<file path="src/rtl/turn_sequencer_if.sv">
// Player-input, board-updater handshake and game-status signals of turn_sequencer.
// master: the sequencer itself; slave: player input logic, updater and display side.
interface turn_sequencer_if;
    logic                   move_valid;
    logic                   pass_in;
    logic [7:0]             move_in;
    logic                   move_ready;

    logic                   upd_start;
    logic [7:0]             upd_move;
    logic                   upd_turn;
    logic [8:0][8:0][1:0]   upd_board;
    logic [8:0][8:0][1:0]   upd_next_board;
    logic                   upd_ready;

    logic [8:0][8:0][1:0]   board_out;
    logic                   turn_out;
    logic [8:0]             move_count;
    logic                   illegal_pulse;
    logic                   game_over;

    modport master (
        input  move_valid, pass_in, move_in, upd_next_board, upd_ready,
        output move_ready, upd_start, upd_move, upd_turn, upd_board,
               board_out, turn_out, move_count, illegal_pulse, game_over
    );

    modport slave (
        output move_valid, pass_in, move_in, upd_next_board, upd_ready,
        input  move_ready, upd_start, upd_move, upd_turn, upd_board,
               board_out, turn_out, move_count, illegal_pulse, game_over
    );
endinterface

</file>
<file path="src/rtl/turn_sequencer.sv">
// Turn sequencer: accepts moves/passes, runs one board-update request per legal move and owns the
// committed board, turn, ply count and game-over flag. Define KO_CHECK_EN to reject ko repetitions.
module turn_sequencer #(
    parameter int unsigned UPD_TIMEOUT = 4096
) (
    input  logic             clk_in,
    input  logic             rst_in,
    turn_sequencer_if.master io_bus
);

    localparam int unsigned    TmoW    = $clog2(UPD_TIMEOUT);
    localparam logic [TmoW-1:0] TmoLast = TmoW'(UPD_TIMEOUT - 1);

`ifdef KO_CHECK_EN
    typedef enum logic [6:0] {
        StIdle   = 7'b000_0001,
        StCheck  = 7'b000_0010,
        StIssue  = 7'b000_0100,
        StWait   = 7'b000_1000,
        StCommit = 7'b001_0000,
        StOver   = 7'b010_0000,
        StKoCmp  = 7'b100_0000
    } state_e;
`else
    typedef enum logic [5:0] {
        StIdle   = 6'b00_0001,
        StCheck  = 6'b00_0010,
        StIssue  = 6'b00_0100,
        StWait   = 6'b00_1000,
        StCommit = 6'b01_0000,
        StOver   = 6'b10_0000
    } state_e;
`endif

    state_e               r_state;
    logic [8:0][8:0][1:0] r_board;
    logic [8:0][8:0][1:0] r_next_board;
    logic                 r_turn;
    logic [8:0]           r_move_count;
    logic                 r_pass_cnt;
    logic                 r_game_over;
    logic [7:0]           r_move;
    logic [TmoW-1:0]      r_tmo;
    logic                 r_illegal;
    logic                 r_upd_start;
    logic                 r_move_ready;
`ifdef KO_CHECK_EN
    logic [8:0][8:0][1:0] r_prev_board;
`endif

    logic [3:0] w_row;
    logic [3:0] w_col;
    logic       w_off_board;
    logic [1:0] w_cell;
    logic [8:0] w_count_inc;

    assign w_row       = r_move[7:4];
    assign w_col       = r_move[3:0];
    assign w_off_board = (w_row > 4'd8) || (w_col > 4'd8);
    // Never index past the 9x9 board with an off-board coordinate.
    assign w_cell      = w_off_board ? 2'b00 : r_board[w_row][w_col];
    assign w_count_inc = (r_move_count == 9'h1FF) ? r_move_count : r_move_count + 9'd1;

    always_ff @(posedge clk_in) begin
        if (rst_in) begin
            r_state      <= StIdle;
            r_board      <= '0;
            r_next_board <= '0;
            r_turn       <= 1'b0;
            r_move_count <= '0;
            r_pass_cnt   <= 1'b0;
            r_game_over  <= 1'b0;
            r_move       <= '0;
            r_tmo        <= '0;
            r_illegal    <= 1'b0;
            r_upd_start  <= 1'b0;
            r_move_ready <= 1'b0;
`ifdef KO_CHECK_EN
            r_prev_board <= '0;
`endif
        end else begin
            r_illegal   <= 1'b0;
            r_upd_start <= 1'b0;
            unique case (r_state)
                StIdle: begin
                    r_move_ready <= 1'b1;
                    // move_ready is low for the first IDLE cycle after reset.
                    if (r_move_ready) begin
                        if (io_bus.pass_in) begin
                            r_turn       <= ~r_turn;
                            r_move_count <= w_count_inc;
                            if (r_pass_cnt) begin
                                r_state      <= StOver;
                                r_game_over  <= 1'b1;
                                r_move_ready <= 1'b0;
                            end else begin
                                r_pass_cnt <= 1'b1;
                            end
                        end else if (io_bus.move_valid) begin
                            r_move       <= io_bus.move_in;
                            r_state      <= StCheck;
                            r_move_ready <= 1'b0;
                        end
                    end
                end
                StCheck: begin
                    if (w_off_board || (w_cell != 2'b00)) begin
                        r_illegal    <= 1'b1;
                        r_state      <= StIdle;
                        r_move_ready <= 1'b1;
                    end else begin
                        r_upd_start <= 1'b1;
                        r_state     <= StIssue;
                    end
                end
                StIssue: begin
                    r_tmo   <= '0;
                    r_state <= StWait;
                end
                StWait: begin
                    if (io_bus.upd_ready) begin
                        r_next_board <= io_bus.upd_next_board;
`ifdef KO_CHECK_EN
                        r_state      <= StKoCmp;
`else
                        r_state      <= StCommit;
`endif
                    end else if (r_tmo == TmoLast) begin
                        r_illegal    <= 1'b1;
                        r_state      <= StIdle;
                        r_move_ready <= 1'b1;
                    end else begin
                        r_tmo <= r_tmo + TmoW'(1);
                    end
                end
`ifdef KO_CHECK_EN
                StKoCmp: begin
                    // Recreating the position from before the last commit is a ko violation.
                    if (r_next_board == r_prev_board) begin
                        r_illegal    <= 1'b1;
                        r_state      <= StIdle;
                        r_move_ready <= 1'b1;
                    end else begin
                        r_state <= StCommit;
                    end
                end
`endif
                StCommit: begin
`ifdef KO_CHECK_EN
                    r_prev_board <= r_board;
`endif
                    r_board      <= r_next_board;
                    r_turn       <= ~r_turn;
                    r_move_count <= w_count_inc;
                    r_pass_cnt   <= 1'b0;
                    r_state      <= StIdle;
                    r_move_ready <= 1'b1;
                end
                StOver: begin
                    r_move_ready <= 1'b0;
                    r_game_over  <= 1'b1;
                end
                default: begin
                    r_state      <= StIdle;
                    r_move_ready <= 1'b0;
                end
            endcase
        end
    end

    assign io_bus.move_ready    = r_move_ready;
    assign io_bus.upd_start     = r_upd_start;
    assign io_bus.upd_move      = r_move;
    assign io_bus.upd_turn      = r_turn;
    assign io_bus.upd_board     = r_board;
    assign io_bus.board_out     = r_board;
    assign io_bus.turn_out      = r_turn;
    assign io_bus.move_count    = r_move_count;
    assign io_bus.illegal_pulse = r_illegal;
    assign io_bus.game_over     = r_game_over;

endmodule

</file>
<file path="src/flat_wrapper.sv">
// flat-port wrapper written by rule: the top's interface ports become plain ports
module turn_sequencer_flat 
#(
    parameter int unsigned UPD_TIMEOUT = 4096
)
  (clk_in, rst_in, io_bus_move_valid, io_bus_pass_in, io_bus_move_in, io_bus_upd_next_board, io_bus_upd_ready, io_bus_move_ready, io_bus_upd_start, io_bus_upd_move, io_bus_upd_turn, io_bus_upd_board, io_bus_board_out, io_bus_turn_out, io_bus_move_count, io_bus_illegal_pulse, io_bus_game_over);
  turn_sequencer_if io_bus_i ();
  input  logic clk_in;
  input  logic rst_in;
  input wire logic [$bits(io_bus_i.move_valid)-1:0] io_bus_move_valid;
  input wire logic [$bits(io_bus_i.pass_in)-1:0] io_bus_pass_in;
  input wire logic [$bits(io_bus_i.move_in)-1:0] io_bus_move_in;
  input wire logic [$bits(io_bus_i.upd_next_board)-1:0] io_bus_upd_next_board;
  input wire logic [$bits(io_bus_i.upd_ready)-1:0] io_bus_upd_ready;
  output wire logic [$bits(io_bus_i.move_ready)-1:0] io_bus_move_ready;
  output wire logic [$bits(io_bus_i.upd_start)-1:0] io_bus_upd_start;
  output wire logic [$bits(io_bus_i.upd_move)-1:0] io_bus_upd_move;
  output wire logic [$bits(io_bus_i.upd_turn)-1:0] io_bus_upd_turn;
  output wire logic [$bits(io_bus_i.upd_board)-1:0] io_bus_upd_board;
  output wire logic [$bits(io_bus_i.board_out)-1:0] io_bus_board_out;
  output wire logic [$bits(io_bus_i.turn_out)-1:0] io_bus_turn_out;
  output wire logic [$bits(io_bus_i.move_count)-1:0] io_bus_move_count;
  output wire logic [$bits(io_bus_i.illegal_pulse)-1:0] io_bus_illegal_pulse;
  output wire logic [$bits(io_bus_i.game_over)-1:0] io_bus_game_over;
  assign io_bus_i.move_valid = io_bus_move_valid;
  assign io_bus_i.pass_in = io_bus_pass_in;
  assign io_bus_i.move_in = io_bus_move_in;
  assign io_bus_i.upd_next_board = io_bus_upd_next_board;
  assign io_bus_i.upd_ready = io_bus_upd_ready;
  assign io_bus_move_ready = io_bus_i.move_ready;
  assign io_bus_upd_start = io_bus_i.upd_start;
  assign io_bus_upd_move = io_bus_i.upd_move;
  assign io_bus_upd_turn = io_bus_i.upd_turn;
  assign io_bus_upd_board = io_bus_i.upd_board;
  assign io_bus_board_out = io_bus_i.board_out;
  assign io_bus_turn_out = io_bus_i.turn_out;
  assign io_bus_move_count = io_bus_i.move_count;
  assign io_bus_illegal_pulse = io_bus_i.illegal_pulse;
  assign io_bus_game_over = io_bus_i.game_over;
  turn_sequencer #(.UPD_TIMEOUT(UPD_TIMEOUT)) u_core (.clk_in(clk_in), .rst_in(rst_in), .io_bus(io_bus_i));
endmodule
</file>
<file path="config.mk">
export PLATFORM = sky130hd
export DESIGN_NAME = turn_sequencer_flat
export DESIGN_NICKNAME = d
export VERILOG_FILES = /design/src/rtl/turn_sequencer_if.sv /design/src/rtl/turn_sequencer.sv /design/src/flat_wrapper.sv
export SDC_FILE = /design/constraint.sdc
export NUM_CORES = 1
export LEC_CHECK = 0
export ABC_AREA = 1
export BUFFER_PORTS_ARGS = -buffer_cell sky130_fd_sc_hd__buf_2
export CAP_MARGIN = 20
export CORE_AREA = 2 2 200 202
export CTS_CLUSTER_SIZE = 25
export DETAILED_ROUTE_END_ITERATION = 7
export DIE_AREA = 0 0 202 204
export GPL_ROUTABILITY_DRIVEN = 0
export PLACE_DENSITY_LB_ADDON = 0.12
export SYNTH_ARGS = -nofsm -noshare
export SYNTH_HDL_FRONTEND = slang
export SYNTH_SLANG_ARGS = --single-unit
</file>
<file path="constraint.sdc">
create_clock -name clk_in -period 2.7 [get_ports clk_in]
set_clock_uncertainty 0.15 [all_clocks]
set_input_delay 0.54 -clock clk_in [delete_from_list [all_inputs] [get_ports clk_in]]
set_output_delay 0.54 -clock clk_in [all_outputs]
set_load 0.03 [all_outputs]
</file>
==> results of run 1 <==
## cells by family (layout without fill, tap and decap cells)
| logic type | Yosys count | count (layout) | share of synthesized area [%] |
|---|---|---|---|
| and+or+nand+nor | 867 | 867 | 22.6 |
| AOI/OAI and AO/OA | 488 | 488 | 15.9 |
| buffers and inverters | 415 | 752 | 14.2 |
| DFF | 365 | 365 | 46.8 |
| adders and majority gates | 3 | 3 | 0.240 |
| xor gates and xnor gates | 3 | 3 | 0.168 |
| other | 0 | 2 | 0 |
## state kept, by name (all words and copies together) (netlist names)
name and count:
u_core.io_bus.board_out 162, u_core.r_next_board 162, u_core.io_bus.game_over 1, u_core.io_bus.turn_out 1, u_core.io_bus.upd_start 1, u_core.r_tmo 12, u_core.io_bus.move_count 9, u_core.io_bus.upd_move 8
u_core.io_bus.illegal_pulse 1, u_core.io_bus.move_ready 1, u_core.r_pass_cnt 1, u_core.r_state 6
## final timing paths
kind | slack, ns | endpoint | startpoint
max | 0.36 | u_core.io_bus.move_ready | u_core.io_bus.upd_move[4]
min | 0.04 | u_core.r_state[1] | io_bus_pass_in
max reg2reg | 0.36 | u_core.io_bus.move_ready | u_core.io_bus.upd_move[4]
min reg2reg | 0.33 | u_core.io_bus.board_out[3] | u_core.r_next_board[3]
## power breakdown
| group | internal (mW) | switching (mW) |
|---|---|---|
| sequential | 5.42 | 0.0353 |
| combinational | 0.311 | 0.590 |
| clock | 3.45 | 2.27 |
## cell usage after synthesis (3+ instances only)
| cell type | count | area (µm²) |
|---|---|---|
| nor3_1 | 20 | 100 |
| nor2_2 | 5 | 31.3 |
| nor3_4 | 3 | 48.8 |
| ha_1 | 3 | 37.5 |
| nand2_1 | 184 | 691 |
| buf_1 | 3 | 11.3 |
| nand4_1 | 5 | 31.3 |
| nor2_1 | 571 | 2140 |
| o211ai_1 | 4 | 30.0 |
| inv_2 | 6 | 22.5 |
| clkbuf_1 | 107 | 402 |
| a21oi_1 | 101 | 505 |
| buf_4 | 166 | 1250 |
| xor2_1 | 3 | 26.3 |
| nand2_2 | 3 | 18.8 |
| inv_1 | 113 | 424 |
| nor4_1 | 3 | 18.8 |
| dfxtp_1 | 365 | 7310 |
| buf_2 | 16 | 80.1 |
| nor3_2 | 4 | 40.0 |
| a21boi_0 | 3 | 22.5 |
| nor2_4 | 5 | 56.3 |
| nand3_1 | 57 | 285 |
| nand3_2 | 3 | 30.0 |
| o21ai_0 | 370 | 1850 |
## final cells by class
class	instances	area, µm²	area share (%)
Antenna cell	2	5.00	0.0265
Clock buffer	56	1180	6.26
Clock inverter	17	200	1.06
Inverter	121	475	2.52
Multi-Input combinational cell	1361	6100	32.3
Sequential cell	365	7310	38.7
Tap cell	525	657	3.48
Timing Repair Buffer	558	2960	15.7
## metal layers
layer | wire, µm | vias to the layer above | track usage, %
met5 | 11 | - | 0
met4 | 1950 | 2 | 10.6
met3 | 4160 | 106 | 4.91
met2 | 25200 | 627 | 42.5
met1 | 24700 | 6891 | 34.6
li1 | - | 7338 | -
## per-stage QoR
stage | hold slack, ns | worst slack [ns] | std cells | area [µm²]
after floorplan | 0.289 | 0.535 | 2141 | 15600
after global placement | 0.309 | 0.381 | 2930 | 17500
after global routing | 0.0209 | 0.0850 | 3003 | 18900
final | 0.0410 | 0.361 | 3005 | 18900
after CTS | 0.0107 | 0.354 | 3003 | 18900
after detailed placement | 0.315 | 0.349 | 2930 | 17500
## critical path, cell delays in order, from the launching register on
cell	delay, ns
dfxtp_4	0.36
buf_4	0.39
nand2_1	0.09
o21ai_0	0.16
nand3_1	0.11
nand2_1	0.09
nand2_1	0.09
nand2_1	0.10
o21bai_1	0.06
nand2_1	0.07
inv_1	0.04
nand2_1	0.06
nand2_1	0.06
nand3_2	0.07
nand3_2	0.09
a21oi_1	0.17
nor2_1	0.06
==> impl_metrics.json, run 1 <==
{
  "status": "finished clean",
  "fillerInstances": 3966,
  "pin_count": 522,
  "num_vias": 14964,
  "hpwl_um": 40800,
  "syn_area_um2": 15600,
  "clk_latency_ns": 0.55,
  "period_share_pct": 86.6,
  "area_growth_pct": 21.0,
  "clk_path_buf_depth": 3,
  "ys_async_sr_fraction_pct": 0,
  "final_common_cell": "nor2_1",
  "slew_headroom_pct": 50.7,
  "antenna_found_initial": 3,
  "track_usage_pct": 26.3,
  "peakVddDrop_v": 0.000368,
  "vias_per_cell": 4.98,
  "required_ns": 3.00,
  "layout_common_cells": "nor2_1, buf_2, o21ai_0, dfxtp_1, nand2_1",
  "grt_max_degree": 122,
  "cts_made_buffers": 41,
  "grt.overflow.total": 0,
  "power_density_nw_per_um2": 639,
  "avgRoutedWirePerCell_um": 18.6,
  "synth.avg_cell_area_um2": 7.29,
  "portBuffers": 521,
  "postCtsSetupRepairBufs": 0,
  "coreArea_um2": 39200,
  "numClockSinks": 365,
  "ys_seq_elements": 365,
  "postSynthCellCount": 2141,
  "tns_ns": 0,
  "worstPathArrival_ns": 2.63,
  "utilization_pct": 48.2,
  "grt_pass1_vias": 13835,
  "power.total_mw": 12.1,
  "period_needed_ns": 2.34,
  "p_leak_nw": 9.77,
  "tightest_slew_ns": 0.733,
  "yosysSeqAreaShare_pct": 46.8,
  "synthFlopType": "dfxtp_1",
  "hp-class": "input pin to flop",
  "cts_hold_buf": 0,
  "rsz0062_at_grt": "false",
  "synth-edff-count": 0,
  "synthesis.nets": 2319,
  "fp-row-count": 73,
  "grt_pass1_wl_um": 82300,
  "cts_tree": "yes",
  "dieArea_um2": 41200,
  "drt_iter0_drc": 961,
  "hold_viol_final": 0,
  "worst_setup_path_end_kind": "flop",
  "yosysUniqueCellTypes": 39,
  "drc": 0,
  "yosys_warnings": 0,
  "crit_fanout": 50,
  "setup_viol": 0,
  "rr_worst_depth": 16,
  "nets": 2626,
  "whs_path_depth": 2,
  "worstSetupStartpointType": "flop",
  "initial_core_util_pct": 39.8,
  "finalMaxSlewViolations": 0,
  "drive_above_1_share_pct": 26.8,
  "cts-htree-levels": 2,
  "cts_resized": 0,
  "dr.pass1.iters": 5,
  "timing.fmax_ghz": 0.428,
  "drtAntennaViolNets": 0,
  "wl_um": 56000,
  "path_class": "flop to flop",
  "cap_viol_max_count": 0,
  "cts_root_buf": "clkbuf_16",
  "clkTransAtPathRegs_ns": 0.06,
  "die_w_um": 202,
  "die_h_um": 204
}
(Power assumes the default switching activity.)
==> inputs of run 2 (changes only) <==
Settings changed: CORE_AREA 2 2 200 202 to 2 2 205 207, DIE_AREA 0 0 202 204 to 0 0 207 209.
Clock period 2.7 ns to 2.1 ns, I/O delays scaled along.
==> run 2 against run 1 <==
Against the previous run:
- the run now ends with negative setup slack left
- routed wire length increased by 7.1%
- fmax increased by 8.7%
- combinational power increased by 95%
- via count increased by 7.0%
- flip-flop and latch count unchanged
- first-iteration DRC count increased by 13%
- hold slack got worse by 0.0086 ns
- die area increased by 5.0%
- global-route usage about the same
- register-to-register slack got worse by 0.41 ns
- non-clock buffer count increased by 252
- critical path type unchanged
- highest routed layer is now met4
==> impl_metrics.json, run 2 (same netlist as run 1, synthesis figures left out) <==
{
  "pin_count": 522,
  "path_class": "flop to flop",
  "dieArea_um2": 43300,
  "setup_viol": 4,
  "worst_setup_path_end_kind": "flop",
  "whs_ns": 0.0324,
  "grt.overflow.total": 0,
  "worst-path-buf-inv": 3,
  "regArea_um2": 7320,
  "path_depth": 19,
  "hpwl_um": 42700,
  "drc": 0,
  "drive_above_1_share_pct": 30.2,
  "clkTransAtPathRegs_ns": 0.06,
  "whs_path_depth": 3,
  "die_w_um": 207,
  "avgRoutedWirePerCell_um": 18.3,
  "tns_ns": -0.0772,
  "die_h_um": 209,
  "grt_pass1_wl_um": 88700,
  "numClockSinks": 365,
  "period_needed_ns": 2.15,
  "fp-row-count": 75,
  "rr_worst_depth": 19,
  "cts-htree-levels": 2,
  "drt_iter0_drc": 1082,
  "fillerInstances": 4116,
  "dr.pass1.iters": 5,
  "slowest_delay_ns": 0.38,
  "layout_common_cells": "nor2_1, buf_2, dfxtp_1, o21ai_0, dlygate4sd3_1",
  "coreArea_um2": 41300,
  "drtAntennaViolNets": 0,
  "nets": 2879,
  "power.total_mw": 16.4,
  "cp_common_cell": "nand2_1",
  "timing.fmax_ghz": 0.465,
  "vias_per_cell": 4.90,
  "finalMaxSlewViolations": 0,
  "wl_um": 60000,
  "peakVddDrop_v": 0.000550,
  "required_ns": 2.40,
  "worstPathArrival_ns": 2.46,
  "fin_ws_ns": -0.0521,
  "p_leak_nw": 11.2,
  "dp_slack_ns": -0.0929,
  "cap_viol_max_count": 0,
  "status": "finished, violations left",
  "final_common_cell": "nor2_1",
  "track_usage_pct": 26.3,
  "reg2reg_slack_ns": -0.05,
  "worstSetupStartpointType": "flop",
  "tightest_slew_ns": 0.476,
  "slew_headroom_pct": 68.2,
  "period_share_pct": 102,
  "cts_root_buf": "clkbuf_16",
  "hold_viol_final": 0,
  "cts_made_buffers": 42,
  "crit_fanout": 6,
  "num_vias": 16018,
  "initial_core_util_pct": 37.8,
  "hp-class": "input pin to flop",
  "cts_tree": "yes",
  "cp_cell_sequence": "buf_6 > clkinv_8 > buf_8 > nand2_1 > nand3_2 > nand2_4 > nor2_2 > nand2_1 > nand3_1 > nand2_1 > nand2_1 > nand2_1 > nand2_1 > nand2_1 > nand3_2 > nand3_2 > nand3_1 > nand2_1 > nor2_1",
  "area_growth_pct": 41.1,
  "rsz0062_at_grt": "true",
  "dp_cells": 2997,
  "cp_top_family": "simple AND/OR/NAND/NOR gates",
  "slowest_stage": "dfxtp_4",
  "multiInputGateArea_um2": 6440,
  "grt_pass1_vias": 15285,
  "portBuffers": 521,
  "power_density_nw_per_um2": 744,
  "finalNonFillerCells": 3272,
  "violations": "negative setup slack",
  "antenna_found_initial": 2,
  "grt_max_degree": 78,
  "clk_latency_ns": 0.56,
  "clk_path_buf_depth": 3
}
run 2: worst register-to-register path, stage by stage, from the launching register on:
cell and delay, ns:
dfxtp_4 0.38, buf_6 0.14, clkinv_8 0.08, buf_8 0.14, nand2_1 0.09, nand3_2 0.09
nand2_4 0.09, nor2_2 0.04, nand2_1 0.08, nand3_1 0.07, nand2_1 0.07, nand2_1 0.05
nand2_1 0.05, nand2_1 0.05, nand2_1 0.08, nand3_2 0.09, nand3_2 0.10, nand3_1 0.08
nand2_1 0.07, nor2_1 0.04
run 2: timing repair:
action / in CTS / in global routing
setup buffers: 3 / 19
cloned: 0 / 10
gates resized for setup: 20 / 130
hold buffers: 167 / 0
setup endpoints to repair: 5 / 217
pin swaps: 6 / 39
hold endpoints to repair: 167 / 0
run 2: per-layer routing:
layer  vias to the layer above  global-route usage, %  share of wire [%]
met3                       105                   4.48                6.5
met5                         -                      0                  0
met1                      7430                   34.5                 43
li1                       7845                      -                  -
met2                       638                   43.8                 47
met4                         0                   8.79                2.9
run 2: final timing paths:
check / startpoint / end
setup reg to reg: u_core.io_bus.upd_move[4] / u_core.io_bus.move_ready
hold reg to reg: u_core.r_next_board[149] / u_core.io_bus.board_out[149]
setup / recovery: u_core.io_bus.upd_move[4] / u_core.io_bus.move_ready
hold / removal: io_bus_upd_next_board[3] / u_core.r_next_board[3]
run 2: final cells by class:
class	count	share of cell area [%]
antenna	1	0.0114
inverter	121	2.30
sequential	365	33.2
multi-input combinational	1361	29.2
clock buffer	63	5.82
timing repair buffer	810	25.6
clock inverter	12	0.778
tap	539	3.06
run 2: per-stage QoR:
stage | cell area [µm²] | utilization [%]
6_report | 22000 | 53.4
5_1_grt | 22000 | 53.4
4_1_cts | 21200 | 51.4
3_5_place_dp | 18000 | 43.7
3_3_place_gp | 18000 | 43.7
2_1_floorplan | 15600 | -
run 2: report_power, final:
group	switching, mW	internal (mW)	total, mW
logic	0.942	0.816	1.76
clock network	2.91	4.71	7.62
registers	0.0519	6.97	7.02
